`src/rtl/mandelbrot_pkg.sv`:
```
// Shared defaults and FSM encoding for the mandelbrot coordinate feeder.
// Imported by the coordinate generator and its per-axis accumulator.
package mandelbrot_pkg;

    localparam int FPW_DEF  = 54;
    localparam int AW_DEF   = 11;
    localparam int HRES_DEF = 800;
    localparam int VRES_DEF = 600;

    localparam logic [1:0] ST_IDLE = 2'd0;
    localparam logic [1:0] ST_RUN  = 2'd1;
    localparam logic [1:0] ST_DONE = 2'd2;

    typedef enum logic [1:0] {
        IDLE = ST_IDLE,
        RUN  = ST_RUN,
        DONE = ST_DONE
    } gen_state_t;

endpackage

```
`src/rtl/mandelbrot_axis_step.sv`:
```
// Generic fixed-point accumulator: load a value, add an increment, or hold.
// One instance per axis; wraps modulo 2**FPW.
module mandelbrot_axis_step
    import mandelbrot_pkg::*;
#(
    parameter int FPW = FPW_DEF
) (
    input  logic           clk,
    input  logic           clk_en,
    input  logic           rst,
    input  logic           load,
    input  logic           step,
    input  logic [FPW-1:0] load_val,
    input  logic [FPW-1:0] inc,
    output logic [FPW-1:0] acc
);

    always_ff @(posedge clk) begin
        if (rst) begin
            acc <= '0;
        end else if (clk_en) begin
            if (load) begin
                acc <= load_val;
            end else if (step) begin
                acc <= acc + inc;
            end
        end
    end

endmodule

```
`src/rtl/mandelbrot_coord_gen.sv`:
```
// Walks an HRES x VRES frame row-major, emitting one fixed-point (x, y)
// coordinate and line-buffer address per pixel on a valid/ready stream.
module mandelbrot_coord_gen
    import mandelbrot_pkg::*;
#(
    parameter int FPW  = FPW_DEF,
    parameter int AW   = AW_DEF,
    parameter int HRES = HRES_DEF,
    parameter int VRES = VRES_DEF
) (
    input  logic           clk,
    input  logic           clk_en,
    input  logic           rst,
    input  logic           start,
    input  logic [FPW-1:0] x0,
    input  logic [FPW-1:0] y0,
    input  logic [FPW-1:0] dx,
    input  logic [FPW-1:0] dy,
    output logic           busy,
    output logic           done,
    output logic           out_vld,
    input  logic           out_rdy,
    output logic [FPW-1:0] x_man,
    output logic [FPW-1:0] y_man,
    output logic [AW-1:0]  adr_o,
    output logic           line_last,
    output logic           frame_last
);

    localparam int CW = (HRES > 1) ? $clog2(HRES) : 1;
    localparam int RW = (VRES > 1) ? $clog2(VRES) : 1;
    localparam logic [CW-1:0] COL_MAX = CW'(HRES - 1);
    localparam logic [RW-1:0] ROW_MAX = RW'(VRES - 1);
    localparam logic ONE_COL = (COL_MAX == '0);
    localparam logic ONE_ROW = (ROW_MAX == '0);

    gen_state_t     state;
    logic [CW-1:0]  col;
    logic [RW-1:0]  row;
    logic [FPW-1:0] x0_q;
    logic [FPW-1:0] dx_q;
    logic [FPW-1:0] dy_q;

    logic xfer;
    logic at_eol;
    logic at_eof;
    logic start_ok;
    logic x_load;
    logic x_step;
    logic y_load;
    logic y_step;
    logic [FPW-1:0] x_val;

    assign xfer     = out_vld & out_rdy;
    assign at_eol   = (col == COL_MAX);
    assign at_eof   = at_eol & (row == ROW_MAX);
    assign start_ok = (state == IDLE) & start;

    // Row wrap reloads x from the latched origin, not the live input.
    assign x_load = start_ok | (xfer & at_eol & ~at_eof);
    assign x_val  = start_ok ? x0 : x0_q;
    assign x_step = xfer & ~at_eol;
    assign y_load = start_ok;
    assign y_step = xfer & at_eol & ~at_eof;

    assign adr_o = AW'(col);

    mandelbrot_axis_step #(.FPW(FPW)) u_x_axis (
        .clk      (clk),
        .clk_en   (clk_en),
        .rst      (rst),
        .load     (x_load),
        .step     (x_step),
        .load_val (x_val),
        .inc      (dx_q),
        .acc      (x_man)
    );

    mandelbrot_axis_step #(.FPW(FPW)) u_y_axis (
        .clk      (clk),
        .clk_en   (clk_en),
        .rst      (rst),
        .load     (y_load),
        .step     (y_step),
        .load_val (y0),
        .inc      (dy_q),
        .acc      (y_man)
    );

    always_ff @(posedge clk) begin
        if (rst) begin
            state      <= IDLE;
            busy       <= 1'b0;
            done       <= 1'b0;
            out_vld    <= 1'b0;
            line_last  <= 1'b0;
            frame_last <= 1'b0;
            col        <= '0;
            row        <= '0;
            x0_q       <= '0;
            dx_q       <= '0;
            dy_q       <= '0;
        end else if (clk_en) begin
            unique case (state)
                IDLE: begin
                    done <= 1'b0;
                    if (start) begin
                        x0_q       <= x0;
                        dx_q       <= dx;
                        dy_q       <= dy;
                        col        <= '0;
                        row        <= '0;
                        out_vld    <= 1'b1;
                        busy       <= 1'b1;
                        line_last  <= ONE_COL;
                        frame_last <= ONE_COL & ONE_ROW;
                        state      <= RUN;
                    end
                end
                RUN: begin
                    if (xfer) begin
                        if (at_eof) begin
                            out_vld    <= 1'b0;
                            busy       <= 1'b0;
                            done       <= 1'b1;
                            line_last  <= 1'b0;
                            frame_last <= 1'b0;
                            col        <= '0;
                            row        <= '0;
                            state      <= DONE;
                        end else if (at_eol) begin
                            col        <= '0;
                            row        <= row + RW'(1);
                            line_last  <= ONE_COL;
                            frame_last <= ONE_COL
                                & (row + RW'(1) == ROW_MAX);
                        end else begin
                            col        <= col + CW'(1);
                            line_last  <= (col + CW'(1) == COL_MAX);
                            frame_last <= (col + CW'(1) == COL_MAX)
                                & (row == ROW_MAX);
                        end
                    end
                end
                DONE: begin
                    done  <= 1'b0;
                    state <= IDLE;
                end
                default: state <= IDLE;
            endcase
        end
    end

endmodule

```
`config.mk`:
```
export PLATFORM = sky130hd
export DESIGN_NAME = mandelbrot_coord_gen
export DESIGN_NICKNAME = d
export VERILOG_FILES = /design/src/rtl/mandelbrot_pkg.sv /design/src/rtl/mandelbrot_axis_step.sv /design/src/rtl/mandelbrot_coord_gen.sv
export SDC_FILE = /design/constraint.sdc
export NUM_CORES = 1
export LEC_CHECK = 0
export BUFFER_PORTS_ARGS = -buffer_cell sky130_fd_sc_hd__buf_4
export CAP_MARGIN = 20
export CORE_ASPECT_RATIO = 0.8
export CORE_UTILIZATION = 61
export CTS_CLUSTER_DIAMETER = 80
export DETAILED_ROUTE_END_ITERATION = 6
export GPL_ROUTABILITY_DRIVEN = 0
export GPL_TIMING_DRIVEN = 0
export PLACE_DENSITY = 0.9
export SYNTH_ARGS = -nofsm -noshare
export SYNTH_HDL_FRONTEND = slang
export SYNTH_SLANG_ARGS = --single-unit
export TNS_END_PERCENT = 100
```
`constraint.sdc`:
```
create_clock -name clk -period 8.65 [get_ports clk]
set_input_delay 0.4325 -clock clk [delete_from_list [all_inputs] [get_ports clk]]
set_output_delay 0.4325 -clock clk [all_outputs]
set_load 0.01 [all_outputs]
```
# Word level (Yosys, flattened, before mapping)
# Index checks and enable logic that the tools add are counted.
word_totals:
  ff_bits: 296
  inputBits: 221
  output_inout_bits: 124
  elab_cells: 83
classes:
  add_sub_neg: 4
  n_eq_ne: 9
  muxes: 34
  n_bitwise: 10
  n_reduce_logical: 14
op_table:
  columns: ["operator", "n"]
  rows:
  - ["$mux W54", 5]
  - ["$add A54 B54 Y54", 2]
  - ["$mux W10", 7]
  - ["$pmux W10 S2", 2]
  - ["$eq A10 B10 Y1 const B", 3]
  - ["$add A10 B1 Y10 const B", 2]
  - ["$mux W1", 12]
  - ["$reduce_and A4 Y1", 3]
  - ["$reduce_and A5 Y1", 2]
  - ["$pmux W1 S2", 4]
  - ["$reduce_bool A2 Y1", 4]
  - ["$and A1 B1 Y1", 7]
  - ["$mux W2", 3]
  - ["$ne A2 B2 Y1 const B", 3]
  - ["$pmux W2 S2", 1]
  - ["$reduce_and A2 Y1", 2]
  - ["$ne A3 B3 Y1 const B", 1]
  - ["$reduce_and A3 Y1", 1]
  - ["$eq A2 B1 Y1 const B", 1]
  - ["$eq A2 B2 Y1 const B", 1]
  - ["$logic_not A2 Y1", 1]
  - ["$not A1 Y1", 2]
  - ["$reduce_or A2 Y1", 1]
  - ["$or A1 B1 Y1", 1]

# Depth between registers and ports, before layout
logic_depth:
  ltp_word: 7
  mapped_depth: 13
  depth_no_buf: 13

# Modules after synthesis
# A second synthesis with hierarchy kept.
unflattened:
  cells_unflattened: 2493
  area_unflattened_um2: 18815.5
modules_own_cells:
  columns: ["mod", "instances", "cells_per_inst", "area_per_inst_um2", "seq_area_each_um2"]
  rows:
  - ["mandelbrot_coord_gen", 1, 945, 7671.1, 3763.6]
  - ["mandelbrot_axis_step (u_x_axis)", 1, 796, 5662.9, 1081.0]
  - ["mandelbrot_axis_step (u_y_axis)", 1, 752, 5481.5, 1081.0]

# Least setup slack after synthesis
# OpenSTA, ideal clock, no wires.
synth_timing:
  path_type: "reg2reg"
  from: "register u_y_axis.acc[0]"
  to: "register u_y_axis.acc[50]"
  arrival_ps: 3240
  required_time_ps: 8538
  slack_ps: 5298
  stages_incl_launch_ff: 14
  n_path_buf: 0
  period_less_slack_ps: 3352
  cell_sequence: "dfxtp_1 -> ha_1 -> fa_1 -> a211oi_1 -> nor2_1 -> o31ai_1 -> nand2_1 -> a21oi_1 -> o21ai_2 -> a221oi_2 -> o31a_1 -> o41ai_2 -> xnor2_1 -> a2111oi_1"
synth_via:
  elab_chain_cells: 3
synth_lines:
  columns: ["item", "line_no", "rtl"]
  rows:
  - ["from (decl)", "mandelbrot_axis_step.sv:15", "output logic [FPW-1:0] acc"]
  - ["from (signal assigned)", "mandelbrot_axis_step.sv:23", "acc <= load_val;"]
  - ["from (signal assigned)", "mandelbrot_axis_step.sv:25", "acc <= acc + inc;"]
  - ["$add A54 B54 Y54", "mandelbrot_axis_step.sv:25", null]
  - ["$mux W54", "mandelbrot_axis_step.sv:24", "end else if (step) begin"]
  - ["$mux W54", "mandelbrot_axis_step.sv:22", "if (load) begin"]
# No other way between the ends. The select of a mux whose other input is x is not followed.
# A chain may end at the register's enable or synchronous reset.

# Worst setup path after layout
# Same ends and word-level chain as after synthesis.

==> metrics.txt <==
status=finished clean; YS warnings=0; CTS Buf Count=31; PostCTS Resize Cnt=0; total grt overflow=0; routed vias/inst=6.56; nets=3104; wire per inst=21.5 um; area delta synth->final=23.4%; total clock sinks=296; Final Util=0.768; Critical Path End Type=register; top-count cell post-synth=nand2_1; Die H=154 um; hold slack=slightly above 0.1 ns; final hold violations=0; Final setup viols=0; worst slew pin tran=1.16 ns; Root Buffer=clkbuf_16; TNS Setup=0 ns; Hold Buf Count CTS=0; die width=192 um; Final min period=4.30 ns; Post-synth EDFFs=0; share of cells above drive strength 1=0.152; Post-CTS Setup Bufs=0; Mapped Cells=roughly 2400; P per Cell Area=170 nW/um^2; Worst setup SP type=register; RSZ-0062 raised after global routing=false; Port Buffer Count=342; Remaining DRCs=0; Row Count=55; global-route wire length before repair=103000 um; MaxCap Viol Count=0; die area=29600 um^2; routed wire length=between 60000 and 70000 um; H-tree levels=1; Slew HR=0.227; initial antenna violation count=1; Seq/Total Area, Yosys=0.336; fin. max-slew vios=0; ys flop type=dfxtp_1; Clock Skew=0.0155 ns; flops & latches, synth=296; Top Ports=345; Reg clk slew, reported paths=0.07 ns; Final Power=3690 uW; DR pass1 iterations=7; Total GRT Usage=0.444; worst hold path class=in -> reg; core area=28400 um^2; via count=20800; fraction of registers with async set/reset=0; Yosys top cell area share=0.336; cell taking the most area after synthesis=dfxtp_1; Critical Path RT=9.11 ns; period utilization=0.497; worst vdd ir=0.176 mV; Setup CP Type=reg -> reg; pin count of the biggest net entering global routing=16; worst-path maximum fanout=3; post-route ant nets=0; fmax=0.233 GHz; count of cell types in the netlist=76; most instantiated cells after synthesis=533 x nand2_1, 366 x a21oi_1, 296 x dfxtp_1; vias in the first global route=19200; synth top area cells=dfxtp_1 34%, nand2_1 11%, a21oi_1 10%, ha_1 7.7%, nor2_1 3.8%; clock tree buffer depth=3; DP Wirelength=50700 um; # diodes=0; CP Data Arrival Time=between 4 and 5 ns; CTS tree=built; Mean Syn Cell Area=7.36 um^2; Leak=about 0.0092 uW; Mapped Area=17600 um^2; Starting Density=0.622; insertion delay to the later sink of the worst-skew pair=between 0.5 and 0.6 ns; syn_nets=2728; initial drt markers=3146
critical path: stages (launching register included):
cell and delay (ns):
dfxtp_1 0.34, ha_1 0.26, fa_1 0.46, a211oi_1 0.36, nor2_1 0.12, o31ai_1 0.45
nand2_1 0.22, a21oi_1 0.50, o21ai_2 0.19, a221oi_2 0.33, o31a_1 0.31, o41ai_2 0.11
xnor2_1 0.15, a2111oi_1 0.40
layout make-up:
type / count / area (um^2)
Buffer: 156 / 611
Clock buffer: 43 / 861
Sequential cell: 296 / 5930
Inverter: 20 / 75.1
Timing Repair Buffer: 343 / 2570
Multi-Input combinational cell: 1924 / 11000
Fill cell: 2112 / 6580
Clock inverter: 15 / 234
Tap cell: 370 / 463
cells by family (layout without fill, tap and decap cells):
group | count (synthesis) | after routing | synth area share
other | 1 | 1 | 0.000213
AO/OA/AOI/OAI | 781 | 781 | 0.268
AND/OR/NAND/NOR | 921 | 921 | 0.223
buffers and inverters | 176 | 577 | 0.0389
adder cells (fa/ha/maj) | 111 | 111 | 0.0796
XOR/XNOR | 105 | 105 | 0.0521
flip-flops | 296 | 296 | 0.336
multiplexers | 5 | 5 | 0.00284
registers in the layout, summed over array words and instances (netlist names), 2 cells and up:
name          flops
u_y_axis.acc     54
state             2
row              10
x0_q             54
dx_q             54
u_x_axis.acc     54
dy_q             54
col              10
cells in the final DEF (no fill, tap or decap), types with 17 or more instances in the layout:
cell type,count
clkbuf_1,138
a21o_1,56
o211ai_1,39
inv_1,19
clkbuf_16,31
dfxtp_1,296
o21bai_1,17
xnor2_1,56
a211oi_1,33
and3_1,19
a21oi_1,366
o21ai_1,21
a221oi_1,21
nor3_1,43
buf_4,345
nor2_1,177
nand4_1,27
a31oi_1,21
nand2_1,533
nand3_1,40
ha_1,109
xor2_1,49
o21ai_0,124
stage by stage:
step / instances / cell area (um^2) / worst slack (ns)
floorplan: 2396 / 17600 / 5.30
global placement: 3108 / 20700 / 4.63
detailed placement: 3108 / 20700 / 4.55
CTS: 3166 / 21800 / 4.56
global route: 3167 / 21800 / 4.24
finish: 3167 / 21800 / 4.35
power breakdown:
group	internal [uW]	leakage (uW)	switching, uW
Clock	873	0.000533	594
Combinational	276	0.00622	450
Sequential	1430	0.00241	66.8
per-layer routing:
layer  track usage  wire length, um  part of all wire
met5             0               18           0.00026
met4         0.243             4460             0.065
met3         0.121            10200              0.15
met2         0.642            27600              0.40
met1         0.596            25900              0.38
final timing paths:
| path | startpoint | end | slack [ns] | cells after the start |
|---|---|---|---|---|
| worst min-delay path | dx[15] | dx_q[15] | 0.10 | 3 |
| worst max register to register | u_y_axis.acc[0] | u_y_axis.acc[50] | 4.35 | 13 |
| worst min register to register | x0_q[28] | x0_q[28] | 0.46 | 2 |
| worst max-delay path | u_y_axis.acc[0] | u_y_axis.acc[50] | 4.35 | 13 |
Note: power is estimated with default switching activity, not from simulation.
